`src/rtl/rgb_wheel_pwm.sv`:
```
// RGB colour-wheel PWM engine: six-phase hue ramp, brightness scaling and
// per-frame latched duties driving three polarity-configurable LED pins.
module rgb_wheel_pwm #(
    parameter int PWM_BITS        = 8,
    parameter int FRAMES_PER_STEP = 4,
    parameter bit ACTIVE_LOW      = 1'b1
) (
    input  logic                    clk,
    input  logic                    rst_n,
    input  logic [1:0]              mode,
    input  logic [PWM_BITS-1:0]     brightness,
    input  logic [3*PWM_BITS-1:0]   static_rgb,
    input  logic                    hue_sync,
    output logic                    rgb_r,
    output logic                    rgb_g,
    output logic                    rgb_b,
    output logic                    frame_start,
    output logic [2:0]              phase,
    output logic [PWM_BITS-1:0]     ramp
);

    localparam int B  = PWM_BITS;
    localparam int FW = (FRAMES_PER_STEP > 1) ? $clog2(FRAMES_PER_STEP) : 1;
    localparam logic [B-1:0]  MAX   = '1;
    localparam logic [FW-1:0] FLAST = FW'(FRAMES_PER_STEP - 1);

    typedef enum logic [1:0] {MODE_OFF, MODE_WHEEL, MODE_HOLD, MODE_STATIC} mode_e;
    typedef enum logic [2:0] {PH0, PH1, PH2, PH3, PH4, PH5} phase_e;

    logic [B-1:0]  pwmCnt_q, pwmCnt_d;
    logic [FW-1:0] frameCnt_q, frameCnt_d;
    phase_e        phase_q, phase_d;
    logic [B-1:0]  ramp_q, ramp_d;
    logic [B-1:0]  dutyR_q, dutyG_q, dutyB_q;
    logic [B-1:0]  dutyR_d, dutyG_d, dutyB_d;
    logic          frameStart_q;

    mode_e        modeSel;
    logic         pwmWrap;
    logic         stepTick;
    logic [B-1:0] vr, vg, vb;
    logic [B-1:0] srcR, srcG, srcB;
    logic [B:0]   scaleK;

    // Truncated (v * k) >> B; k = brightness+1 so full brightness is exact.
    function automatic logic [B-1:0] scale(input logic [B-1:0] v, input logic [B:0] k);
        logic [2*B:0] p;
        p = {{(B+1){1'b0}}, v} * {{B{1'b0}}, k};
        return p[2*B-1:B];
    endfunction

    assign modeSel  = mode_e'(mode);
    assign pwmWrap  = (pwmCnt_q == MAX);
    assign stepTick = pwmWrap && (frameCnt_q == FLAST);
    assign scaleK   = {1'b0, brightness} + 1'b1;

    always_ff @(posedge clk or negedge rst_n) begin
        if (!rst_n) begin
            pwmCnt_q     <= '0;
            frameCnt_q   <= '0;
            phase_q      <= PH0;
            ramp_q       <= '0;
            dutyR_q      <= '0;
            dutyG_q      <= '0;
            dutyB_q      <= '0;
            frameStart_q <= 1'b0;
        end else begin
            pwmCnt_q     <= pwmCnt_d;
            frameCnt_q   <= frameCnt_d;
            phase_q      <= phase_d;
            ramp_q       <= ramp_d;
            dutyR_q      <= dutyR_d;
            dutyG_q      <= dutyG_d;
            dutyB_q      <= dutyB_d;
            frameStart_q <= pwmWrap;
        end
    end

    always_comb begin
        pwmCnt_d   = pwmCnt_q + 1'b1;
        frameCnt_d = frameCnt_q;
        if (pwmWrap) begin
            frameCnt_d = (frameCnt_q == FLAST) ? '0 : frameCnt_q + 1'b1;
        end
    end

    // Hue FSM: sync wins over a coincident step; only WHEEL advances.
    always_comb begin
        phase_d = phase_q;
        ramp_d  = ramp_q;
        if (hue_sync) begin
            phase_d = PH0;
            ramp_d  = '0;
        end else if (stepTick && (modeSel == MODE_WHEEL)) begin
            if (ramp_q == MAX) begin
                ramp_d = '0;
                case (phase_q)
                    PH0:     phase_d = PH1;
                    PH1:     phase_d = PH2;
                    PH2:     phase_d = PH3;
                    PH3:     phase_d = PH4;
                    PH4:     phase_d = PH5;
                    default: phase_d = PH0;
                endcase
            end else begin
                ramp_d = ramp_q + 1'b1;
            end
        end
    end

    always_comb begin
        vr = '0;
        vg = '0;
        vb = '0;
        case (phase_q)
            PH0: begin vr = MAX;          vg = ramp_q;       vb = '0;           end
            PH1: begin vr = MAX - ramp_q; vg = MAX;          vb = '0;           end
            PH2: begin vr = '0;           vg = MAX;          vb = ramp_q;       end
            PH3: begin vr = '0;           vg = MAX - ramp_q; vb = MAX;          end
            PH4: begin vr = ramp_q;       vg = '0;           vb = MAX;          end
            PH5: begin vr = MAX;          vg = '0;           vb = MAX - ramp_q; end
            default: ;
        endcase
    end

    // Duties latch only at frame end so input changes never split a frame.
    always_comb begin
        srcR    = (modeSel == MODE_STATIC) ? static_rgb[3*B-1:2*B] : vr;
        srcG    = (modeSel == MODE_STATIC) ? static_rgb[2*B-1:B]   : vg;
        srcB    = (modeSel == MODE_STATIC) ? static_rgb[B-1:0]     : vb;
        dutyR_d = dutyR_q;
        dutyG_d = dutyG_q;
        dutyB_d = dutyB_q;
        if (pwmWrap) begin
            if (modeSel == MODE_OFF) begin
                dutyR_d = '0;
                dutyG_d = '0;
                dutyB_d = '0;
            end else begin
                dutyR_d = scale(srcR, scaleK);
                dutyG_d = scale(srcG, scaleK);
                dutyB_d = scale(srcB, scaleK);
            end
        end
    end

    assign rgb_r       = (pwmCnt_q < dutyR_q) ^ ACTIVE_LOW;
    assign rgb_g       = (pwmCnt_q < dutyG_q) ^ ACTIVE_LOW;
    assign rgb_b       = (pwmCnt_q < dutyB_q) ^ ACTIVE_LOW;
    assign frame_start = frameStart_q;
    assign phase       = phase_q;
    assign ramp        = ramp_q;

endmodule

```
`config.mk`:
```
export PLATFORM = sky130hd
export DESIGN_NAME = rgb_wheel_pwm
export DESIGN_NICKNAME = d
export VERILOG_FILES = /design/src/rtl/rgb_wheel_pwm.sv
export SDC_FILE = /design/constraint.sdc
export NUM_CORES = 1
export LEC_CHECK = 0
export CORE_MARGIN = 10
export CORE_UTILIZATION = 35
export CTS_CLUSTER_SIZE = 25
export DETAILED_ROUTE_END_ITERATION = 10
export MAX_ROUTING_LAYER = met4
export PLACE_DENSITY = 0.58
export SYNTH_ARGS = -nofsm -noshare
export SYNTH_HDL_FRONTEND = slang
export SYNTH_SLANG_ARGS = --single-unit
```
`constraint.sdc`:
```
create_clock -name clk -period 6.3 [get_ports clk]
set_clock_uncertainty 0.15 [all_clocks]
set_input_delay 1.575 -clock clk [delete_from_list [all_inputs] [get_ports clk]]
set_output_delay 1.575 -clock clk [all_outputs]
set_load 0.005 [all_outputs]
```
* Word level (Yosys, flattened, before mapping)
Index checks and enable logic that the tools add are counted.
Operators by class: add/subtract/negate cells 5, eq/ne operators 10, multiplexer cells 17, reductions and logical operators 10, $mul 3, $lt $le $gt $ge 3, div/mod/pow operators 0, bitwise gates (word level) 3, shift-type cells 0
Operators with widths (count):
- two-way mux 8 bit | 9
- case mux 8 bit (3 select lines) | 3
- multiplier 8 x 9 -> 16 bit | 3
- < comparator 8 bit | 3
- adder 8 x 1 -> 8 bit, second input constant | 2
- equality test 8 bit, second input constant | 2
- case mux 3 bit (5 select lines) | 1
- adder 8 x 1 -> 9 bit, second input constant | 1
- two-way mux 3 bit | 3
- subtractor 8 bit, first input constant | 1
- equality test 3 x 2 -> 1 bit, second input constant | 2
- equality test 3 bit, second input constant | 2
- OR reduction 2 bit | 3
- equality test 2 bit, second input constant | 2
- nonzero test 2 bit | 2
- equality test 3 x 1 -> 1 bit, second input constant | 1
- zero test 3 bit | 1
- inverter 1 bit | 3
- adder 2 x 1 -> 2 bit, second input constant | 1
- equality test 2 x 1 -> 1 bit, second input constant | 1
- logical AND 1 bit | 2
- zero test 2 bit | 1
- two-way mux 2 bit | 1
- AND reduction 2 bit | 1
Word-level totals: word-level logic and storage cells 59, bits in read-only memories 0, input port bits 37, memories 0, output and inout bits 15, flip-flop bits (word level) 46, bits in latches 0, RAM bits 0

* Depth between registers and ports, before layout
Gate-level depths: netlist (run 1).
depth after elaboration 6, depth in mapped cells 25, mapped depth without buffers 22

* Worst setup path after synthesis (run 1)
Ideal clock, no wire load.
path type input port to flip-flop, from input mode[0], to register dutyB_q[7], stages 22, path slack -0.728 ns, required time 6.009 ns, buffers on the path 4, setup time 0.141 ns, data arrival time 6.737 ns, cell sequence buf_2 and2_1 buf_2 buf_2 buf_1 a21oi_1 a21oi_1 nor2_1 fa_1 fa_1 fa_1 inv_1 fa_1 inv_1 ha_1 nand2_1 a2bb2oi_1 o31ai_2 o41a_4 a311oi_2 xnor2_1 o22ai_1
On the way: cells in the longest elaborated chain, start to end 4, elaborated cells on any way between the ends 5, those cells by class mul (1); eq/ne (1); mux (2); reduce/logical (1)
Ends and longest elaborated chain:
- start, declared | RTL line 10 | input logic [1:0] mode,
- equality test 2 bit | RTL line 130 | srcB = (modeSel == MODE_STATIC) ? static_rgb[B-1:0] : vb;
- two-way mux 8 bit | RTL line 130
- multiplier 8 x 9 -> 16 bit | RTL line 48 | p = {{(B+1){1'b0}}, v} * {{B{1'b0}}, k};
- two-way mux 8 bit * | RTL line 135 | if (modeSel == MODE_OFF) begin
- end signal, assigned | RTL line 74 | dutyB_q <= dutyB_d;
- end, declared | RTL line 34 | logic [B-1:0] dutyR_q, dutyG_q, dutyB_q;
Mark *: on every way between the ends. The rest lies on a longest branch, timed or not. A chain may end at the register's enable or synchronous reset.

* Worst setup path after layout (run 1)
from input static_rgb[22], to register dutyR_q[5]
On the way: cells in the longest elaborated chain, start to end 3
Ends and longest elaborated chain:
- start, declared | RTL line 12 | input logic [3*PWM_BITS-1:0] static_rgb,
- two-way mux 8 bit | RTL line 128 | srcR = (modeSel == MODE_STATIC) ? static_rgb[3*B-1:2*B] : vr;
- multiplier 8 x 9 -> 16 bit | RTL line 48
- two-way mux 8 bit | RTL line 135
- end signal, assigned | RTL line 72 | dutyR_q <= dutyR_d;
- end, declared | RTL line 34
No other way between the ends.

==> summary.md, run 1 <==
| Metric | Value |
|---|---|
| Die width | `approximately 180 um` |
| Post-layout util | `46.8%` |
| I/O pins | `52` |
| Seq cells post-synth | `46` |
| CTS tree | `done` |
| Layout net count | `1561` |
| Synth Flop Type | `dfrtp_1` |
| Status | `finished with violations` |
| Max-Cap Viols | `0` |
| Total wire length | `between 20 and 30 mm` |
| Clk sinks | `between 40 and 50` |
| Leak | `6.32 nW` |
| Final setup fails | `9` |
| Proportion of layout cells with a drive suffix above 1 | `between 20% and 30%` |
| Vias in the first global route | `8180` |
| Layout area overhead | `32.1%` |
| Port-buffer cells | `~50` |
| Reg2reg end | `dutyG_q[4]` |
| Type of origin of the critical path | `input port` |
| Worst hold path startpoint | `frameCnt_q[1]` |
| Sequential element share of the synthesized area | `12.5%` |
| Initial DRC Count | `487` |
| CTS Buffer Depth | `2` |
| Clock Pin Slew Worst Setup and Hold Paths | `about 0.08 ns` |
| Core Footprint | `roughly 0.026 mm2` |
| Initial antenna violation count | `0` |
| Cell Pwr Density | `~250 mW/mm2` |
| Vias per cell | `about 5` |
| Count leader, synth | `nor2_1` |
| Clock latency at the later pin of the worst-skew pair | `around 0.31 ns` |
| Ranking of synthesized cells by area | `fa_1, ha_1, dfrtp_1` |
| First-pass GRT wire length | `roughly 43 mm` |
| Final period utilization | `101%` |
| Min-Delay Path Class | `register to register` |
| WP data required | `about 6.3 ns` |
| Min Tclk post-route | `approximately 6.4 ns` |
| Measured slew at the worst slew-check pin | `roughly 1.2 ns` |
| H-Tree Depth | `2` |
| Synth area leader | `fa_1` |
| Initial core utilization | `between 30 and 40%` |
| Die H | `roughly 180 um` |
| Synth async-reset ratio | `100%` |
| Tot GR Track Use | `between 15 and 20%` |
| Syn_nets | `1360` |
| FMAX | `156 MHz` |
| Antenna diodes | `0` |
| Syn Area/Cell | `~8.5 um2` |
| Setup crit end kind | `register` |
| Clock root buffer | `clkbuf_16` |
| CP arrival | `6.37 ns` |
| Max-slew violations | `0` |
| Violated checks | `setup timing` |
| Via count | `approximately 8000` |
| Num CTS Buffers | `5` |
| Reg-to-reg slack, setup | `about 0.42 ns` |
| Crit Path Max Fanout | `6` |
| Largest net degree at the start of global routing | `47` |
| Library cells used by synthesis | `70` |
| Reg-to-Reg Start | `phase[0]` |
| Hold Violations, Final | `0` |
| Worst Setup Path Type | `input port to register` |
| Worst reg2reg path depth | `21` |
| Worst VDD drop | `0.302 mV` |
| Wire per inst | `15.9 um` |
| Post-Synthesis Cell Area | `0.00918 mm2` |
| WHS Endpoint | `frameCnt_q[1]` |
| Post-synth top cells | `nor2_1, inv_1, ha_1` |
| Routability cong. | `between 0.8 and 0.9` |
| Residual DRC | `0` |
| Post-route ant nets | `0` |
| Slew headroom | `18.1%` |
| Setup ws final | `-0.0908 ns` |
| Hold path depth | `2` |
| Die ar. | `~0.033 mm2` |
| Total gr overflow | `0` |
| RSZ-0062 raised after global routing | `true` |
| Top cell type's share of synthesized area | `between 20% and 30%` |
| Final Hold Slack | `0.342 ns` |
| DRT Pass-1 Iters | `5` |
| Post-synthesis cell count | `approximately 1100` |
| DP HPWL | `20.6 mm` |
| Synth Warn # | `0` |
| Number of synthesized flops with an enable pin | `0` |
| Site Rows | `59` |
per-layer routing:
layer	routed length [um]	vias up	part of all wire (%)	GRT usage [%]
met5	0	-	0	-
met1	12200	3983	48	21.7
met3	1290	19	5.0	2.23
met4	269	0	1.0	2.41
met2	11900	180	46	26.0
li1	-	3852	-	-
cells in the final DEF (no fill, tap or decap), drive strengths merged, types with 9 or more instances in the layout:
master / instances
dfrtp: 46
nor3: 15
o22ai: 18
fa: 120
nand2b: 9
xor2: 19
xnor2: 32
or2: 42
clkdlybuf4s50: 37
o21ai: 22
nand3: 19
a22oi: 13
nor2: 195
ha: 121
buf: 190
a21oi: 40
inv: 191
nand2: 43
a21o: 28
what timing repair did:
action / 4_1_cts / 5_1_grt
gates cloned: 3 / 0
endpoints found under the setup margin: 23 / 19
pin swaps: 48 / 19
setup buffers: 24 / 7
gates resized for setup: 96 / 15
hold buffers: 0 / 0
how the worst max path moves through the flow:
stage | startpoint | to | slack (ns) | cells past startpoint
after detailed placement | brightness[0] | dutyR_q[7] | -0.93 | 23
final | static_rgb[22] | dutyR_q[5] | -0.09 | 18
after global routing | static_rgb[22] | dutyR_q[7] | -0.32 | 18
after CTS | mode[0] | dutyR_q[7] | -0.06 | 21
after global placement | brightness[0] | dutyG_q[5] | -0.87 | 23
after floorplan | mode[0] | dutyR_q[7] | -0.31 | 22
worst max-delay path, stage by stage:
cell and delay [ns]:
clkdlybuf4s50_1 0.45, a22oi_2 0.42, nor2_1 0.13, fa_1 0.45, fa_1 0.51, fa_1 0.54, inv_2 0.04, fa_1 0.51
inv_2 0.05, ha_4 0.21, a211o_1 0.28, a221oi_2 0.25, o311ai_4 0.17, a31oi_1 0.24, nor2b_1 0.09, nor2_1 0.13
xor2_1 0.22, o22ai_1 0.10
cell type report:
| type | instances | area, um2 |
|---|---|---|
| clock buffer | 5 | 125 |
| timing repair buffer | 234 | 2050 |
| inverter | 191 | 718 |
| clock inverter | 3 | 25.0 |
| sequential | 46 | 1150 |
| fill | 2477 | 13800 |
| tap | 335 | 419 |
| multi-input combinational | 805 | 7640 |
kinds of logic after synthesis:
kind of cell / share of synthesized area [%]
adders and majority gates: 42.7
and+or+nand+nor: 17.8
buffers and inverters: 9.83
DFF: 12.5
xor gates and xnor gates: 4.87
muxes: 0.109
AOI/OAI and AO/OA: 12.2
state kept, by name (all words and copies together), names as in the netlist:
| register | flops |
|---|---|
| dutyB_q | 8 |
| dutyG_q | 8 |
| dutyR_q | 8 |
| frameCnt_q | 2 |
| frame_start | 1 |
| phase | 3 |
| pwmCnt_q | 8 |
| ramp | 8 |
power breakdown:
part,switching [W],internal (W),total [W]
clock,0.000144,0.000150,0.000294
sequential,0.000000715,0.000296,0.000296
combinational,0.00119,0.00120,0.00239
total,0.00133,0.00165,0.00298
through the flow:
stage / instances / power (W) / worst slack [ns] / setup TNS [ns] / area, um2
floorplan: 1082 / 0.00172 / -0.315 / -2.02 / 9430
global placement: 1581 / 0.00245 / -0.868 / -16.34 / 11400
detailed placement: 1581 / 0.00250 / -0.927 / -17.50 / 11400
CTS: 1614 / 0.00290 / -0.0561 / -0.173 / 12000
global route: 1619 / 0.00327 / -0.316 / -3.47 / 12100
finish: 1619 / 0.00298 / -0.0908 / -0.385 / 12100
No activity file was read; power rests on OpenSTA's default activity.
==> run 2, diff against run 1 <==
--- a/config.mk
+++ b/config.mk
@@ -10,7 +10,7 @@
 export CTS_CLUSTER_SIZE = 25
 export DETAILED_ROUTE_END_ITERATION = 10
 export MAX_ROUTING_LAYER = met4
-export PLACE_DENSITY = 0.58
+export PLACE_DENSITY_LB_ADDON = 0.25
 export SYNTH_ARGS = -nofsm -noshare
 export SYNTH_HDL_FRONTEND = slang
 export SYNTH_SLANG_ARGS = --single-unit
==> run 2 against run 1 <==
- the run still ends with setup timing left
- cell count up 1.8%
- via count up 0.39%
- wire length up 2.3%
- final area grew 4.3%
- total power rose by 6.3%
- sequential cell count stayed put
- core utilization grew 2.0 points
- die area stayed put
- clock power decreased by 6%
- non-clock buffer count increased by 30
- sequential share of layout area is 0.39 points lower
- critical endpoint is now dutyR_q[6]
==> summary.md, run 2 (synthesis gave the netlist of run 1 again) <==
| Metric | Value |
|---|---|
| Status | `finished with violations` |
| Violated checks | `setup timing` |
| Initial antenna violation count | `0` |
| Total wire length | `26.3 mm` |
| Port-buffer cells | `51` |
| Largest net degree at the start of global routing | `47` |
| Via count | `slightly above 8000` |
| Highest routed layer | `met4` |
| Reg2reg end | `dutyG_q[5]` |
| M1 WL | `12.2 mm` |
| Min Tclk post-route | `roughly 6.4 ns` |
| Reg-to-Reg Start | `phase[0]` |
| Clock Pin Slew Worst Setup and Hold Paths | `0.07 ns` |
| Max-Cap Viols | `0` |
| FMAX | `~160 MHz` |
| Min-Delay Path Class | `register to register` |
| Worst Setup Path Type | `input port to register` |
| Post-route ant nets | `0` |
| Worst VDD drop | `slightly above 0.2 mV` |
| # fillers | `2443` |
| Fin cells | `1648` |
| Hold Violations, Final | `0` |
| Commonest non-fill, non-tap cell in the layout | `buf_4` |
| Worst setup path start | `mode[1]` |
| Crit path to | `dutyR_q[6]` |
| CP max stage delay | `around 0.54 ns` |
| Slew headroom | `17.4%` |
| DRT Pass-1 Iters | `5` |
| CP arrival | `6.36 ns` |
| Storage cell area | `0.00115 mm2` |
| Num CTS Buffers | `5` |
| CTS tree | `done` |
| Proportion of layout cells with a drive suffix above 1 | `between 30% and 40%` |
| Multi-input logic area | `0.00789 mm2` |
| Initial DRC Count | `430` |
| Setup WS pre-CTS | `-0.905 ns` |
| Wire per inst | `15.9 um` |
| Metal2 WL | `between 10 and 15 mm` |
| Clock latency at the later pin of the worst-skew pair | `0.29 ns` |
| Setup crit end kind | `register` |
| Setup ws final | `-0.0858 ns` |
| Measured slew at the worst slew-check pin | `approximately 1.2 ns` |
| Most frequent cell on the critical path | `fa_1` |
| Tot GR Track Use | `~16%` |
| Residual DRC | `0` |
| Total gr overflow | `0` |
| Final period utilization | `101%` |
| Clock root buffer | `clkbuf_16` |
| Core Footprint | `0.0259 mm2` |
| CTS Buffer Depth | `2` |
| Die H | `182 um` |
| Clk sinks | `46` |
| Post-layout util | `roughly 50%` |
| Max-slew violations | `0` |
| Vias in the first global route | `between 8000 and 9000` |
| WP data required | `roughly 6.3 ns` |
| Fin Setup TNS | `-0.182 ns` |
| Final setup fails | `5` |
| Antenna diodes | `0` |
| Type of origin of the critical path | `input port` |
| Commonest non-fill, non-tap cells in the layout | `buf_4, inv_1, nor2_1, fa_1, ha_1` |
| Site Rows | `around 60` |
| I/O pins | `52` |
| Worst reg2reg path depth | `20` |
| Die width | `between 150 and 200 um` |
| Reg-to-reg slack, setup | `~0.56 ns` |
| Cell Chain, Critical Path | `buf_6, and2_4, buf_12, a22oi_2, buf_4, buf_6, nor2_4, fa_1, fa_1, fa_1, inv_1, fa_1, inv_2, ha_4, a211o_1, a221oi_4, o311ai_4, and2_4, a221oi_4, buf_4, xnor2_2, o22ai_1` |
| Routability cong. | `between 0.8 and 0.9` |
| H-Tree Depth | `2` |
| Cell Pwr Density | `250 mW/mm2` |
| Layout area overhead | `37.8%` |
| DP HPWL | `around 20 mm` |
| Critical-path top delay cell | `fa_1` |
| Met3 wire length | `around 1.2 mm` |
| Layout net count | `about 1600` |
| First-pass GRT wire length | `42.4 mm` |
| Die ar. | `~0.033 mm2` |
| Crit Path Max Fanout | `8` |
| Vias per cell | `just under 5` |
| Cell count after placement | `roughly 1600` |
| Initial core utilization | `35.4%` |
| Power, Total | `around 0.0032 W` |
| Leak | `6.47 nW` |
| RSZ-0062 raised after global routing | `true` |
| Hold buffer count at cts | `0` |
## run 2: power breakdown
| group | total [W] | internal [W] | switching [W] |
|---|---|---|---|
| Sequential | 0.000296 | 0.000296 | 0.000000423 |
| Clock | 0.000275 | 0.000148 | 0.000128 |
| Combinational | 0.00259 | 0.00132 | 0.00127 |
## run 2: per-stage QoR
step                cell area (um2)  hold slack (ns)
floorplan                      9430            0.300
global placement              11300            0.314
detailed placement            11300            0.332
CTS                           12200            0.348
global route                  12600            0.367
finish                        12600            0.341
## run 2: layer usage
layer  vias to the layer above  global-route usage, %
met5                         -                      -
met4                         0                   2.15
met3                        18                   2.39
met2                       153                   26.0
met1                      3983                   21.1
li1                       3911                      -
## run 2: critical path: cells and delay by family
kind                     cells  cell delay (ns)
AO/OA/AOI/OAI                6             1.28
buffers and inverters        7             0.79
AND/OR/NAND/NOR              3             0.43
adder cells (fa/ha/maj)      5             2.18
XOR/XNOR                     1             0.09
## run 2: repair_timing
| action | 4_1_cts | 5_1_grt |
|---|---|---|
| gates cloned | 2 | 1 |
| pin swaps | 71 | 59 |
| endpoints found under the setup margin | 23 | 19 |
| gates resized for setup | 118 | 52 |
| buffers inserted | 47 | 26 |
## run 2: cell type report
cell class	instances	area share (%)
clock buffer	6	1.02
sequential	46	9.10
inverter	191	5.69
clock inverter	2	0.109
timing repair buffer	264	18.4
tap	335	3.31
multi-input combinational	804	62.4
## run 2: worst min-delay path by stage
| stage | from | endpoint | slack, ns | cells after the start |
|---|---|---|---|---|
| 2_1_floorplan | dutyB_q[0] | dutyB_q[0] | 0.30 | 2 |
| 3_3_place_gp | frameCnt_q[1] | frameCnt_q[1] | 0.31 | 2 |
| 3_5_place_dp | frameCnt_q[1] | frameCnt_q[1] | 0.33 | 2 |
| 4_1_cts | frameCnt_q[1] | frameCnt_q[1] | 0.35 | 2 |
| 5_1_grt | frameCnt_q[1] | frameCnt_q[1] | 0.37 | 2 |
| 6_report | frameCnt_q[1] | frameCnt_q[1] | 0.34 | 2 |
